<file path="src/rtl/pwm_duty_ramp.sv">
// pwm_duty_ramp
//
// Brightness ramp controller sitting in front of the backlight PWM generator.
// A new target duty is accepted over a valid/ready handshake. The duty output
// then walks toward that target by step_in once every TICK_DIV clocks. It never
// overshoots the target and never wraps around the DUTY_W range.
//
// Optional feature macro: SYNC_PERIOD_EN
//   defined   : each ramp step is parked in a pending register and only applied
//               on period_end_in, so the PWM never sees a mid-period change.
//   undefined : ramp steps write duty_out directly, period_end_in is unused and
//               target_ready_out is always 1.
//
// Ports
//   clk_in            system clock, rising edge
//   rst_n_in          asynchronous active-low reset
//   target_in         requested final duty
//   target_valid_in   target_in is valid
//   target_ready_out  block can accept a target
//   step_in           step magnitude, sampled at each tick (0 acts as 1)
//   period_end_in     one-cycle strobe at the end of a PWM period
//   duty_out          registered duty value to the PWM generator
//   busy_out          high while a ramp or period wait is in progress
//   done_out          one-cycle pulse when duty_out reaches the target
module pwm_duty_ramp #(
    parameter int          DUTY_W     = 8,
    parameter int          TICK_DIV   = 50000,
    parameter int unsigned RESET_DUTY = 0
) (
    input  logic              clk_in,
    input  logic              rst_n_in,
    input  logic [DUTY_W-1:0] target_in,
    input  logic              target_valid_in,
    output logic              target_ready_out,
    input  logic [DUTY_W-1:0] step_in,
    input  logic              period_end_in,
    output logic [DUTY_W-1:0] duty_out,
    output logic              busy_out,
    output logic              done_out
);

    localparam int CNT_W = (TICK_DIV > 2) ? $clog2(TICK_DIV) : 1;
    localparam logic [CNT_W-1:0]  CNT_LAST  = CNT_W'(TICK_DIV - 1);
    localparam logic [DUTY_W-1:0] RESET_VAL = DUTY_W'(RESET_DUTY);

`ifdef SYNC_PERIOD_EN
    typedef enum logic [1:0] {IDLE = 2'd0, RAMP = 2'd1, WAIT_PERIOD = 2'd2} state_t;
`else
    typedef enum logic [1:0] {IDLE = 2'd0, RAMP = 2'd1} state_t;
`endif

    state_t            state, state_next;
    logic [DUTY_W-1:0] duty, duty_next;
    logic [DUTY_W-1:0] target, target_next;
    logic [CNT_W-1:0]  cnt, cnt_next;
    logic              done, done_next;
    logic              ready;
    logic              accept;
    logic              tick;
    logic [DUTY_W-1:0] goal;
    logic [DUTY_W-1:0] step_eff;
    logic [DUTY_W:0]   sum;
    logic [DUTY_W-1:0] diff;
    logic [DUTY_W-1:0] ramp_val;

`ifdef SYNC_PERIOD_EN
    logic [DUTY_W-1:0] pending, pending_next;
    assign ready = (state != WAIT_PERIOD);
`else
    logic unused_period_end;
    assign unused_period_end = period_end_in;
    assign ready = 1'b1;
`endif

    assign accept   = target_valid_in & ready;
    assign tick     = (state == RAMP) && (cnt == CNT_LAST);
    // A retarget that lands on a tick edge steps toward the new target.
    assign goal     = accept ? target_in : target;
    assign step_eff = (step_in == '0) ? DUTY_W'(1) : step_in;
    // One extra bit on the upward sum so large steps cannot wrap past the top.
    assign sum      = {1'b0, duty} + {1'b0, step_eff};
    assign diff     = duty - goal;

    // Clamped next ramp value; whenever the remaining distance is within one
    // step the output lands exactly on the goal.
    always_comb begin
        ramp_val = goal;
        if (duty < goal) begin
            ramp_val = (sum >= {1'b0, goal}) ? goal : sum[DUTY_W-1:0];
        end else if (diff > step_eff) begin
            ramp_val = duty - step_eff;
        end
    end

    // State and datapath registers.
    always_ff @(posedge clk_in or negedge rst_n_in) begin
        if (!rst_n_in) begin
            state  <= IDLE;
            duty   <= RESET_VAL;
            target <= RESET_VAL;
            cnt    <= '0;
            done   <= 1'b0;
`ifdef SYNC_PERIOD_EN
            pending <= '0;
`endif
        end else begin
            state  <= state_next;
            duty   <= duty_next;
            target <= target_next;
            cnt    <= cnt_next;
            done   <= done_next;
`ifdef SYNC_PERIOD_EN
            pending <= pending_next;
`endif
        end
    end

    // Next-state logic: handshake, tick counting, ramp steps and arrival.
    always_comb begin
        state_next  = state;
        duty_next   = duty;
        target_next = target;
        cnt_next    = cnt;
        done_next   = 1'b0;
`ifdef SYNC_PERIOD_EN
        pending_next = pending;
`endif
        case (state)
            IDLE: begin
                if (accept) begin
                    target_next = target_in;
                    if (target_in == duty) begin
                        done_next = 1'b1;
                    end else begin
                        state_next = RAMP;
                        cnt_next   = '0;
                    end
                end
            end
            RAMP: begin
                cnt_next = tick ? '0 : cnt + CNT_W'(1);
                if (accept) begin
                    target_next = target_in;
                end
                if (accept && (target_in == duty)) begin
                    state_next = IDLE;
                    done_next  = 1'b1;
                end else if (tick) begin
`ifdef SYNC_PERIOD_EN
                    pending_next = ramp_val;
                    state_next   = WAIT_PERIOD;
                    cnt_next     = '0;
`else
                    duty_next = ramp_val;
                    if (ramp_val == goal) begin
                        state_next = IDLE;
                        done_next  = 1'b1;
                    end
`endif
                end
            end
`ifdef SYNC_PERIOD_EN
            WAIT_PERIOD: begin
                cnt_next = '0;
                if (period_end_in) begin
                    duty_next = pending;
                    if (pending == target) begin
                        state_next = IDLE;
                        done_next  = 1'b1;
                    end else begin
                        state_next = RAMP;
                    end
                end
            end
`endif
            default: begin
                state_next = IDLE;
            end
        endcase
    end

    assign duty_out         = duty;
    assign done_out         = done;
    assign busy_out         = (state != IDLE);
    assign target_ready_out = ready;

endmodule

</file>
<file path="config.mk">
export PLATFORM = sky130hd
export DESIGN_NAME = pwm_duty_ramp
export DESIGN_NICKNAME = d
export VERILOG_FILES = /design/src/rtl/pwm_duty_ramp.sv
export SDC_FILE = /design/constraint.sdc
export NUM_CORES = 1
export LEC_CHECK = 0
export ABC_AREA = 1
export BUFFER_PORTS_ARGS = -buffer_cell sky130_fd_sc_hd__buf_4
export CAP_MARGIN = 5
export CELL_PAD_IN_SITES_DETAIL_PLACEMENT = 1
export CELL_PAD_IN_SITES_GLOBAL_PLACEMENT = 1
export CORE_ASPECT_RATIO = 1.25
export CORE_UTILIZATION = 40
export CTS_CLUSTER_DIAMETER = 60
export DETAILED_ROUTE_END_ITERATION = 10
export PLACE_DENSITY = 0.83
export SLEW_MARGIN = 20
export SYNTH_ARGS = -nofsm -noshare
export SYNTH_HDL_FRONTEND = slang
export SYNTH_SLANG_ARGS = --single-unit
</file>
<file path="constraint.sdc">
create_clock -name clk_in -period 3.3 [get_ports clk_in]
set_input_delay 0.33 -clock clk_in [delete_from_list [all_inputs] [get_ports clk_in]]
set_output_delay 0.33 -clock clk_in [all_outputs]
set_load 0.01 [all_outputs]
</file>
After elaboration in Yosys (flattened, before gate mapping). Index checks and enable logic that the tools add are counted. W data, S select, Z words.

Add/sub/neg operators: 4. $lt $le $gt $ge: 3. Equality and inequality tests: 8. Mux-type cells: 21. Bitwise operators: 1. Reductions and logical operators: 10.

Operators by type and width (count): $mux W16 (3); $mux W8 (5); $pmux W16 S2 (1); $add A16 B1 Y16 const B (1); $eq A16 B16 Y1 const B (1); $eq A8 B8 Y1 (2); $sub A8 B8 Y8 (2); $mux W2 (5); $add A8 B8 Y9 (1); $ge A9 B8 Y1 (1); $gt A8 B8 Y1 (1); $logic_not A8 Y1 (1); $lt A8 B8 Y1 (1); $reduce_and A3 Y1 (2); $mux W1 (5); $ne A2 B2 Y1 const B (2); $pmux W2 S2 (1); $reduce_and A4 Y1 (1); $reduce_bool A2 Y1 (2); $ne A3 B1 Y1 const B (1); $ne A3 B2 Y1 const B (1); $eq A2 B1 Y1 const B (1); $logic_and A1 B1 Y1 (2); $logic_not A2 Y1 (1); 3 further kinds (3).

Flip-flop bits (word level): 35. Logic and storage cells: 52.

Logic depth before layout (Yosys ltp).
Depth in word-level cells: 11. Mapped depth: 33.

Worst setup path after synthesis. Ideal clock, no wire load.

Path type: input-to-reg. From: input target_valid_in. To: register state[0]. Library setup time: 0.118 ns. Arrival time: 3.506 ns. Data required time: 3.182 ns. Setup slack: -0.324 ns. Cell stages on the path: 29. Buffers on the path: 3. Cell sequence: buf_4 -> buf_2 -> nand2_1 -> o21ai_0 -> inv_1 -> ha_1 -> inv_1 -> fa_1 -> nand3_1 -> nand2_1 -> a21oi_1 -> o21ai_0 -> xnor2_1 -> inv_1 -> ha_1 -> nand2_1 -> nor2_1 -> nand4_1 -> nand2_1 -> buf_2 -> nand2_1 -> o211ai_1 -> nand3_1 -> nand2_1 -> nand2_1 -> nor2_1 -> nand3_1 -> nand2_2 -> nor2_2.

Longest elaborated chain between the ends: 8. Elaborated cells on any way between the ends: 16. Those cells by class: add/sub (1); order compare (3); eq/ne (4); mux (6); reduce/logical (2).

Ends and longest elaborated chain: start, declared (RTL line 33) `input logic target_valid_in,`; $mux W8 *; via goal[0] (RTL line 60) `logic [DUTY_W-1:0] goal;`; $sub A8 B8 Y8 (RTL line 82) `assign diff = duty - goal;`; $gt A8 B8 Y1 (RTL line 90) `end else if (diff > step_eff) begin`; $mux W8 (RTL line 90); $mux W8 (RTL line 88) `if (duty < goal) begin`; $eq A8 B8 Y1 * (RTL line 155) `if (ramp_val == goal) begin`; $ne A3 B1 Y1 (no source line) *; $reduce_and A4 Y1 (no source line) *; end signal, assigned (RTL line 107) `state <= state_next;`; end, declared (RTL line 52) `state_t state, state_next;`.

Mark *: on every way through the listed nets, which the timed path passes. The rest lies on a longest branch. A chain may end at the register's enable or synchronous reset.

Final worst setup path.
From: register target[2]. To: register state[0].

Longest elaborated chain between the ends: 8. Elaborated cells on any way between the ends: 11. Those cells by class: add/sub (1); order compare (3); eq/ne (2); mux (4); reduce/logical (1).

Ends and longest elaborated chain: start, declared (RTL line 54) `logic [DUTY_W-1:0] target, target_next;`; start signal, assigned (RTL line 109) `target <= target_next;`; $mux W8 *; $sub A8 B8 Y8 (RTL line 82); $gt A8 B8 Y1 (RTL line 90); $mux W8 (RTL line 90); $mux W8 (RTL line 88); $eq A8 B8 Y1 * (RTL line 155); $ne A3 B1 Y1 (no source line) *; $reduce_and A4 Y1 (no source line) *.

Every way passes the cells marked *; elsewhere a longest branch is shown, timed or not.

==> key figures <==
Worst setup path
  – Crit start category: flop
  – Arrival time worst endpoint: 4.09 ns
  – Cell depth of the worst flop-to-flop path: 25
  – Critical Path Sink Type: flop
  – CP Data Required Time: about 3.5 ns
  – R2R Path End: state[0]$_DFFE_PN0P_
  – R2R setup slack: -0.62 ns
  – Worst r2r src: target[2]$_DFF_PN0_
  – Critical Path Fanout Max: 8
  – WS Path Type: flop to flop

Run status
  – Failing checks: negative hold slack, negative setup slack
  – Status: complete, but fails checks

Final layout
  – Most frequent cells in the layout: nand2_1 (135), buf_4 (124), inv_1 (84)
  – Non-filler cells, final: 808
  – Post-layout util: 57.2%
  – ANT cells: 0
  – Area Growth Syn to Fin: 39.7%
  – Final layout net count: 747
  – Commonest non-fill, non-tap cell in the layout: nand2_1
  – Ratio of cells with drive above 1 in the final layout: 31.5%

Power
  – Power per cell area: 375 nW/um2
  – Peak VDD IR: ~0.22 mV
  – Total power: 0.00196 W
  – Leakage power: approximately 2.9 nW

Clock network
  – Hold_buf cts: 0
  – H-tree depth: 2
  – Clock buffer depth: 2
  – CTS tree: done
  – CTS Buf Count: 5
  – Worst-skew pair later-pin latency: 0.29 ns
  – Clock transition at path regs: 0.06 ns
  – Clock root cell: clkbuf_16
  – Sink Count: 34

Routing
  – Avg WL per Cell: 21.0 um
  – TritonRoute pass-1 iters: 5
  – Via/cell ratio: 5.68
  – ANT nets after route: 0
  – Routed wire length: 17000 um
  – DR iter-0 viols: 268
  – Drc violations: 0
  – Via count: 4593

Timing
  – Setup TNS: -3.74 ns
  – Worst rel slew slack: 47.6%
  – Post-layout minimum cycle time: 3.92 ns
  – PnR worst setup slack: -0.617 ns
  – Setup violations, final: 10
  – RSZ-0062 raised after global routing: true
  – Clock skew: 0.00452 ns
  – Final hold violations: 7
  – Min Hold Slack: -0.00451 ns
  – Final Slew Violations: 0
  – Slew at the pin with the worst max-slew slack: 0.783 ns
  – Fmax: between 200 and 300 MHz
  – Final worst path period share: 119%

Global route
  – Grt ovf: 0
  – Met2 Usage GRT: between 60% and 70%
  – Initial antenna violation count: 0
  – Vias in the first global route: 4827
  – Busiest grt layer: met2
  – Largest net degree at the start of global routing: 35
  – Global-route wire length before repair: 24000 um
  – Tot GR Track Use: 33.2%
  – Grt met3 use: under 10%
  – GR Util met1: about a third

Synthesis
  – Post-synth top area share: 22.8%
  – #FFs+latches synth: 34
  – Syn_nets: between 600 and 700
  – Synth top area cells: dfrtp_1 (23%), nand2_1 (16%), ha_1 (13%)
  – EDFF count, synth: 0
  – Ys async rst share: 100%
  – Unique cell type count in the Yosys netlist: 46
  – Cell Area, Synth: about 3700 um2
  – Register area share after synthesis: 22.8%
  – Post-Syn Instances: 564
  – Ys Warns: 0
  – Synth Flop Type: dfrtp_1
  – Synth area leader: dfrtp_1
  – Syn_area_per_cell: roughly 6.6 um2

Placed design
  – Placer Congestion: 0.905
  – Placed Instances: approximately 790
  – I/O Buffers: 28
  – Dpl hpwl: 11200 um

Die
  – Die height: 110 um
  – Die area: 9730 um2
  – Initial core utilization: 40.9%
  – Row count: 39
  – Number of I/O pins: 31
  – Chip width: 88.4 um
  – Core footprint: 9130 um2

Hold path
  – Hold Path Class: input port to async pin

Job
  – MaxCap Viol Count: 0
[what timing repair did]
action / in CTS / in global routing
hold endpoints to repair: 0 / 0
endpoints found under the setup margin: 10 / 10
setup buffers: 5 / 3
pin swaps: 10 / 25
gates resized for setup: 26 / 39
[worst max path at each step]
stage / start / end / cells past startpoint
2_1_floorplan: target_valid_in / state[0]$_DFFE_PN0P_ / 29
6_report: target[2]$_DFF_PN0_ / state[0]$_DFFE_PN0P_ / 25
4_1_cts: target[2]$_DFF_PN0_ / state[0]$_DFFE_PN0P_ / 27
3_3_place_gp: target_valid_in / state[0]$_DFFE_PN0P_ / 25
5_1_grt: target[2]$_DFF_PN0_ / state[0]$_DFFE_PN0P_ / 25
3_5_place_dp: target_valid_in / state[0]$_DFFE_PN0P_ / 27
[area by class of cell]
type                       count  area [um2]
clock inverter                 3        68.8
timing repair buffer         128         988
fill                        1200        3910
sequential                    34         852
tap                          123         154
clock buffer                   5         125
inverter                      91         347
multi-input combinational    424        2680
[power by group]
part           internal [W]  switching, W  total, W
Combinational      0.000304      0.000473  0.000777
Clock              0.000435      0.000208  0.000643
Sequential         0.000483     0.0000550  0.000538
[layer usage]
| metal | wire [um] | part of all wire, % |
|---|---|---|
| met3 | 707 | 4.2 |
| met2 | 8900 | 52 |
| met4 | 1230 | 7.3 |
| met1 | 6120 | 36 |
| met5 | 0 | 0 |
[stage by stage]
step | instance area, um2 | setup WS (ns) | hold slack, ns
after CTS | 5060 | -0.241 | 0.00939
after detailed placement | 4740 | -0.682 | 0.311
after global routing | 5220 | -0.765 | 0.0455
after floorplan | 3790 | -0.0891 | 0.0344
final | 5220 | -0.617 | -0.00451
after global placement | 4740 | -0.506 | 0.298
[state kept, by name, summed over array words and instances, names as in the netlist]
| name | flops |
|---|---|
| cnt | 16 |
| target | 8 |
| duty_out | 8 |
| done_out | 1 |
| state | 1 |
[critical path: stages, from the launching register on]
cell and delay (ns):
dfrtp_1 0.41, o21ai_4 0.25, ha_4 0.26, a21oi_2 0.17, nand2_2 0.08, a21oi_2 0.15
o21bai_1 0.13, nand2_1 0.13, nand2_2 0.09, a21oi_4 0.19, xnor2_2 0.11, ha_4 0.29
nand2_4 0.06, nor2_4 0.10, nand4_1 0.22, nand2_4 0.19, buf_8 0.16, nand2_2 0.07
o211ai_1 0.12, nand3_1 0.11, nand2_1 0.08, nand2_1 0.07, nor2_2 0.11, nand3_2 0.08
nand2_2 0.09, nor2_2 0.05
[cell families after synthesis]
logic type	share of synthesized area [%]
AO/OA/AOI/OAI	10.3
buffers and inverters	11.8
multiplexers	0.302
other	0.100
flip-flops	22.8
adder cells (fa/ha/maj)	15.0
AND/OR/NAND/NOR	36.0
XOR/XNOR	3.75
[synth_stat cells (2+ instances only)]
master    instances
o21a_1            2
clkbuf_1          5
o21ai_0          25
nor4_1            2
inv_2             2
nand4_1          15
buf_6             3
dfrtp_1          34
a21oi_1          25
nor3_1            5
nand3_1          65
xor2_1            8
nand2_2           6
or2_2             2
and2_1            2
inv_1            88
nor2_1           27
ha_1             40
nand2_4           2
o21ai_1           3
nand2_1         157
xnor2_1           8
nor2_2            3
fa_1              3
buf_4             4
buf_2             3
o21bai_1          5
a21oi_2           2
(Power assumes the default switching activity.)
